--- config.mk ---
export PLATFORM = sky130hd
export DESIGN_NAME = uart_rx_fifo
export DESIGN_NICKNAME = d
export VERILOG_FILES = /design/src/rtl/uart_rx_fifo.sv
export SDC_FILE = /design/constraint.sdc
export NUM_CORES = 1
export LEC_CHECK = 0
export CORE_ASPECT_RATIO = 1.25
export CORE_MARGIN = 4
export CORE_UTILIZATION = 32
export CTS_CLUSTER_DIAMETER = 120
export CTS_CLUSTER_SIZE = 40
export DETAILED_ROUTE_END_ITERATION = 10
export GPL_ROUTABILITY_DRIVEN = 0
export HOLD_SLACK_MARGIN = 0.06
export SLEW_MARGIN = 20
export SYNTH_ARGS = -nofsm -noshare
export SYNTH_HDL_FRONTEND = slang
export SYNTH_SLANG_ARGS = --single-unit
export TNS_END_PERCENT = 20
--- constraint.sdc ---
create_clock -name clk -period 3 [get_ports clk]
set_input_delay 0.6 -clock clk [delete_from_list [all_inputs] [get_ports clk]]
set_output_delay 0.6 -clock clk [all_outputs]
set_load 0.05 [all_outputs]
--- src/rtl/uart_rx_fifo.sv ---
// 8N1 UART receiver with a 2-flop input synchronizer, show-ahead receive FIFO,
// and sticky framing-error / overrun flags.
module uart_rx_fifo #(
    parameter int unsigned DIVISOR = 87,
    parameter int unsigned DEPTH   = 4
) (
    input  logic       clk,
    input  logic       resetn,
    input  logic       RXD,
    input  logic       rd_en,
    output logic [7:0] rd_data,
    output logic       rd_valid,
    input  logic       clr_err,
    output logic       frame_err,
    output logic       overrun
);
    localparam int unsigned CntW = $clog2(DIVISOR + 1);
    localparam int unsigned PtrW = $clog2(DEPTH);
    localparam logic [CntW-1:0] BitCnt   = CntW'(DIVISOR);
    localparam logic [CntW-1:0] HalfCnt  = CntW'(DIVISOR / 2);
    localparam logic [PtrW:0]   DepthCnt = (PtrW + 1)'(DEPTH);

    typedef enum logic [2:0] {StIdle, StStart, StData, StStop, StWaitHigh} state_e;

    state_e          state_q;
    logic [CntW-1:0] cnt_q;
    logic [2:0]      bit_idx_q;
    logic [7:0]      shift_q;
    logic            rx_meta_q, rx_s_q;

    logic [7:0]      mem_q [DEPTH];
    logic [PtrW-1:0] wr_ptr_q, rd_ptr_q;
    logic [PtrW:0]   count_q;
    logic            frame_err_q, overrun_q;

    logic cnt_done, stop_hit, pop, full, push, set_ovr, set_ferr;

    always_ff @(posedge clk or negedge resetn) begin
        if (!resetn) begin
            rx_meta_q <= 1'b1;
            rx_s_q    <= 1'b1;
        end else begin
            rx_meta_q <= RXD;
            rx_s_q    <= rx_meta_q;
        end
    end

    always_comb begin
        cnt_done = (cnt_q == CntW'(1));
        stop_hit = (state_q == StStop) && cnt_done;
        pop      = rd_en && rd_valid;
        full     = (count_q == DepthCnt);
        // A pop in the stop-sample cycle frees the slot the new byte needs.
        push     = stop_hit && rx_s_q && (!full || pop);
        set_ovr  = stop_hit && rx_s_q && full && !pop;
        set_ferr = stop_hit && !rx_s_q;
    end

    always_ff @(posedge clk or negedge resetn) begin
        if (!resetn) begin
            state_q   <= StIdle;
            cnt_q     <= '0;
            bit_idx_q <= '0;
            shift_q   <= '0;
        end else begin
            unique case (state_q)
                StIdle: begin
                    if (!rx_s_q) begin
                        cnt_q   <= HalfCnt;
                        state_q <= StStart;
                    end
                end
                StStart: begin
                    if (cnt_done) begin
                        if (rx_s_q) begin
                            state_q <= StIdle;
                        end else begin
                            cnt_q     <= BitCnt;
                            bit_idx_q <= '0;
                            state_q   <= StData;
                        end
                    end else begin
                        cnt_q <= cnt_q - CntW'(1);
                    end
                end
                StData: begin
                    if (cnt_done) begin
                        shift_q <= {rx_s_q, shift_q[7:1]};
                        cnt_q   <= BitCnt;
                        if (bit_idx_q == 3'd7) begin
                            state_q <= StStop;
                        end else begin
                            bit_idx_q <= bit_idx_q + 3'd1;
                        end
                    end else begin
                        cnt_q <= cnt_q - CntW'(1);
                    end
                end
                StStop: begin
                    if (cnt_done) begin
                        state_q <= rx_s_q ? StIdle : StWaitHigh;
                    end else begin
                        cnt_q <= cnt_q - CntW'(1);
                    end
                end
                StWaitHigh: begin
                    // Sit out a break until the line returns high.
                    if (rx_s_q) state_q <= StIdle;
                end
                default: state_q <= StIdle;
            endcase
        end
    end

    always_ff @(posedge clk or negedge resetn) begin
        if (!resetn) begin
            for (int i = 0; i < int'(DEPTH); i++) mem_q[i] <= '0;
            wr_ptr_q <= '0;
            rd_ptr_q <= '0;
            count_q  <= '0;
        end else begin
            if (push) begin
                mem_q[wr_ptr_q] <= shift_q;
                wr_ptr_q        <= wr_ptr_q + PtrW'(1);
            end
            if (pop) rd_ptr_q <= rd_ptr_q + PtrW'(1);
            if (push && !pop) begin
                count_q <= count_q + (PtrW + 1)'(1);
            end else if (pop && !push) begin
                count_q <= count_q - (PtrW + 1)'(1);
            end
        end
    end

    // Set wins over a same-cycle clear.
    always_ff @(posedge clk or negedge resetn) begin
        if (!resetn) begin
            frame_err_q <= 1'b0;
            overrun_q   <= 1'b0;
        end else begin
            frame_err_q <= set_ferr | (frame_err_q & ~clr_err);
            overrun_q   <= set_ovr | (overrun_q & ~clr_err);
        end
    end

    assign rd_data   = mem_q[rd_ptr_q];
    assign rd_valid  = (count_q != '0);
    assign frame_err = frame_err_q;
    assign overrun   = overrun_q;

endmodule

== Yosys cells after proc, flatten, opt, wreduce, memory -nomap -nowiden ==
Cells that the tools add are included.
Storage, ports and cells
  bits in registers: 64
  input bits: 5
  output and inout bits: 11
  logic and storage cells: 100
Cells by class
  add/sub/neg operators: 6
  order comparisons: 3
  equality and inequality tests: 17
  multiplexer cells: 28
  bitwise operators: 7
  reduce and logical (&&, ||, !) cells: 24
Operators by type and width (count)
  $mux W3: 13
  $mux W7: 5
  $bwmux W32: 1
  $pmux W7 S4: 1
  $mux W8: 3
  $ne A2 B2 Y1 const B: 9
  $bmux W8 S2: 1
  $demux W8 S2: 1
  $pmux W3 S5: 1
  $logic_and A1 B1 Y1: 10
  $eq A3 B3 Y1 const B: 3
  $eq A7 B1 Y1 const B: 1
  $sub A7 B1 Y7 const B: 1
  $add A3 B1 Y3 const B: 2
  $eq A3 B2 Y1 const B: 2
  $ge A3 B3 Y1 const B: 2
  $not A2 Y3: 2
  $pmux W3 S2: 1
  $reduce_and A6 Y1: 1
  $reduce_and A5 Y1: 1
  $add A2 B1 Y2 const B: 2
  $logic_not A1 Y1: 4
  $reduce_and A4 Y1: 1
  $reduce_bool A2 Y1: 2
  13 further kinds: 15

== Logic depth before layout (Yosys ltp) ==
  word-level depth: 8
  mapped depth: 11
  gate-level depth less buffers: 11

== Least setup slack after synthesis ==
OpenSTA, ideal clock, no wires.
  kind: reg-to-reg
  start: reg cnt_q[5]
  end: reg count_q[2]
  setup time: 0.079 ns
  arrival: 2.677 ns
  data required time: 2.921 ns
  setup slack: 0.244 ns
  stages on the path, launching flop included: 10
  buffers on the path: 0
  clock period less this slack: 2.756 ns
  cells stage by stage: dfrtp_1 -> or4_4 -> or4_4 -> nor3_2 -> ha_1 -> inv_1 -> fa_1 -> xor2_1 -> nor2_1 -> xor2_1
On the way
  word-level cells in the longest chain between the ends: 7
  elaborated cells on any way between the ends: 9
  classes of those cells: 1 x eq/ne; 1 x mux; 7 x reduce/logical
RTL lines
  start: declaration: RTL line 26  | logic [CntW-1:0] cnt_q;
  start signal: assignment: RTL line 69  | cnt_q <= HalfCnt;
  start signal: assignment: RTL line 78  | cnt_q <= BitCnt;
  start signal: assignment: RTL line 83  | cnt_q <= cnt_q - CntW'(1);
  $eq A7 B1 Y1 *: RTL line 49  | cnt_done = (cnt_q == CntW'(1));
  $logic_and A1 B1 Y1 *: RTL line 50  | stop_hit = (state_q == StStop) && cnt_done;
  $logic_and A1 B1 Y1 * (2 in series): RTL line 54  | push = stop_hit && rx_s_q && (!full || pop);
  via push: RTL line 36  | logic cnt_done, stop_hit, pop, full, push, set_ovr, set_ferr;
  $logic_not A1 Y1: RTL line 129  | end else if (pop && !push) begin
  $logic_and A1 B1 Y1: RTL line 129
  $reduce_bool A2 Y1 (no source line)
  end signal: assignment: RTL line 128  | count_q <= count_q + (PtrW + 1)'(1);
  end signal: assignment: RTL line 130  | count_q <= count_q - (PtrW + 1)'(1);
  end: declaration: RTL line 33  | logic [PtrW:0] count_q;
The timed path passes the listed nets; every way through them passes the cells marked *.
A chain may end at the register's enable or synchronous reset.

== Final worst setup path ==
  start: reg cnt_q[4]
  end: reg count_q[2]
The elaborated chain is that of the path after synthesis.

==> out/summary.txt <==
status: complete, no violations
Clock Sink Count: 64
Flop pwr share: 0.401
die area: 0.0113 mm²
part of the power in the clock network: 0.409
kind of end point of the critical path: flip-flop
H-tree Lvls: 3
Vias: 1,941
WS Path Type: reg -> reg
crit path launch type: flip-flop
worst slew pin tran: 0.630 ns
Area Overhead vs Synth: 22.0%
Clock Skews: 0.00545 ns
RSZ-0062 raised after global routing: no
Hold WC Path Type: in -> async
Worst Path Max Fanout: 7
Max Fclk: 350 MHz
Pwr Density: 707 mW/mm²
Int Power: 1.91 mW
placed wire-length estimate: 3910 µm
Max Buffers Root-to-Sink: 2
number of global-route vias before repair: 2,036
CTS Hold Bufs: 0
Synth area leader: dfrtp_1
Netlist Area Pre-Place: 0.00308 mm²
worst hold margin: 0.300 ns
Yosys top cell area share: 0.504
Skew-Pair Late Insertion Delay: 0.32 ns
Net Count, Synth: 247
Final TNS setup: 0 ns
Diodes inserted: 0
post-CTS setup repair buffer count: 0
synthesized flop and latch total: 64
final worst-path setup slack: 0.139 ns
global-route wire length before repair: 9870 µm
synth unique cells: 49
Rows: 39
initial antenna violation count: 0
I/O Buffers: 15
Post-Syn Instances: 232
Nets: 277
layout cells sized above 1: 0.341
io pins: 16
Synth area leaders: dfrtp_1 50%, mux2_2 12%, mux4_2 5.9%
DRT Pass-1 Iters: 4
VDD IR max: 0.389 mV
Avg Cell Area, Syn: 13.3 µm²
Period minus WS final: 2.86 ns
leakage power: 1.72 nW
Net Sw Frac: 0.281
final slew viol count: 0
fraction of registers with async set/reset: 1.00
Syn. warnings: 0
Post-synth EDFFs: 0
Comb pwr share: 0.191
Congestion Overflow GR: 0
Initial Util: 0.332
Die X: 95.7 µm
top-count cell post-synth: dfrtp_1
CTS buffer count: 9
CTS clk-pin slew, worst paths: 0.05 ns
Final period util: 0.954
top cell types by occurrence after synthesis: 62 x dfrtp_1, 34 x mux2_2, 15 x inv_1
register area share after synthesis: 0.521
Chip Height: 118 µm
DR DRC count: 0
dominant synthesized flop cell: dfrtp_1
wire per inst: 14.8 µm
post-place setup slack: 0.103 ns
Detailed Route WL: 5790 µm
final setup vio count: 0
core region area: 0.00927 mm²
CTS tree: done
Final Hold Vio Count: 0
Initial DRC Count: 62
root buf cell: clkbuf_16
gr usage total: 0.113
Switch Pwr: 0.745 mW
largest net degree at the start of global routing: 40
antenna viol nets, final: 0
Worst Path Required: 3.25 ns
Max-slew headroom: 0.580
total of max-cap violations: 0
crit path DAT: 3.11 ns
Vias/cell: 4.98
-- worst paths after layout --
path | cells after the start | to | slack, ns | start
max in group asynchronous | 2 | mem_q[3] | 2.08 | resetn
worst min register to register | 0 | rx_s_q | 0.35 | rx_meta_q
min in group clk | 0 | rx_s_q | 0.35 | rx_meta_q
worst max register to register | 9 | count_q[2] | 0.14 | cnt_q[4]
worst min-delay path | 1 | cnt_q[0] | 0.30 | resetn
worst max-delay path | 9 | count_q[2] | 0.14 | cnt_q[4]
-- registers in the layout (all words and copies together) (netlist names), 2 cells and up --
name       cells
bit_idx_q      3
cnt_q          7
count_q        3
mem_q         32
rd_ptr_q       2
shift_q        8
state_q        3
wr_ptr_q       2
-- cell families after synthesis --
family	synth area share
buffers and inverters	0.0280
flip-flops	0.521
AND/OR/NAND/NOR	0.0983
AO/OA/AOI/OAI	0.0695
multiplexers	0.220
adder cells (fa/ha/maj)	0.0431
XOR/XNOR	0.0199
-- power by group through the flow --
stage | logic (mW) | clock network [mW] | registers [mW]
4_1_cts | 0.513 | 1.11 | 1.07
2_1_floorplan | 0.384 | 0 | 1.03
3_5_place_dp | 0.511 | 0 | 1.08
3_3_place_gp | 0.496 | 0 | 1.08
5_1_grt | 0.564 | 1.14 | 1.08
6_report | 0.506 | 1.09 | 1.06
-- layer usage --
layer | global-route usage | part of all wire | vias to the layer above
met4 | 0.0507 | 0.014 | 0
met2 | 0.189 | 0.52 | 24
li1 | - | - | 916
met1 | 0.138 | 0.44 | 994
met5 | 0 | 0 | -
met3 | 0.0237 | 0.025 | 7
-- worst max-delay path, stage by stage (launching register included) --
cell	delay, ns
dfrtp_1	0.43
or4_4	0.57
or4_4	0.48
nor3_4	0.23
ha_2	0.22
inv_1	0.05
fa_1	0.37
xor2_1	0.17
nor2_1	0.11
xor2_1	0.15
-- metrics by stage --
stage	power, mW	util	cell area, µm²	std cells
after detailed placement	1.59	0.371	3440	374
after CTS	2.69	0.404	3750	390
after global placement	1.57	0.371	3440	374
final	2.65	0.405	3760	390
after floorplan	1.42	-	3080	232
after global routing	2.79	0.405	3760	390
-- cells in the final DEF, fill, tap and decap left out, types with 2 or more instances in the layout --
cell and instances:
clkinv_2 3, nand3_2 4, inv_1 15, buf_4 9, nand3_1 5, o221ai_1 2
bufinv_16 2, mux2_4 7, nor3_1 3, nand3b_1 2, mux2_2 34, or4_4 3
nand2_1 7, xnor2_1 5, a21oi_1 8, dfstp_2 2, or3_1 3, o21ai_0 8
mux4_2 8, nand2b_1 2, clkbuf_16 9, clkdlybuf4s50_1 14, ha_1 8, a31oi_1 2
xor2_1 2, dfrtp_1 62, o22ai_1 2, nor2_1 7
-- area by class of cell --
type	count	area (µm²)
flip-flops and latches	64	1600
well taps	123	154
inverters	15	56.3
clock inverters	6	83.8
repair buffers	25	233
clock buffers	10	229
multi-input cells	147	1400
fillers	911	5510
-- what timing repair did --
action / 4_1_cts / 5_1_grt
setup endpoints to repair: 0 / 1
gates resized for setup: 0 / 2
endpoints found under the hold margin: 0 / 0
Power figures use the tool's default switching activity.
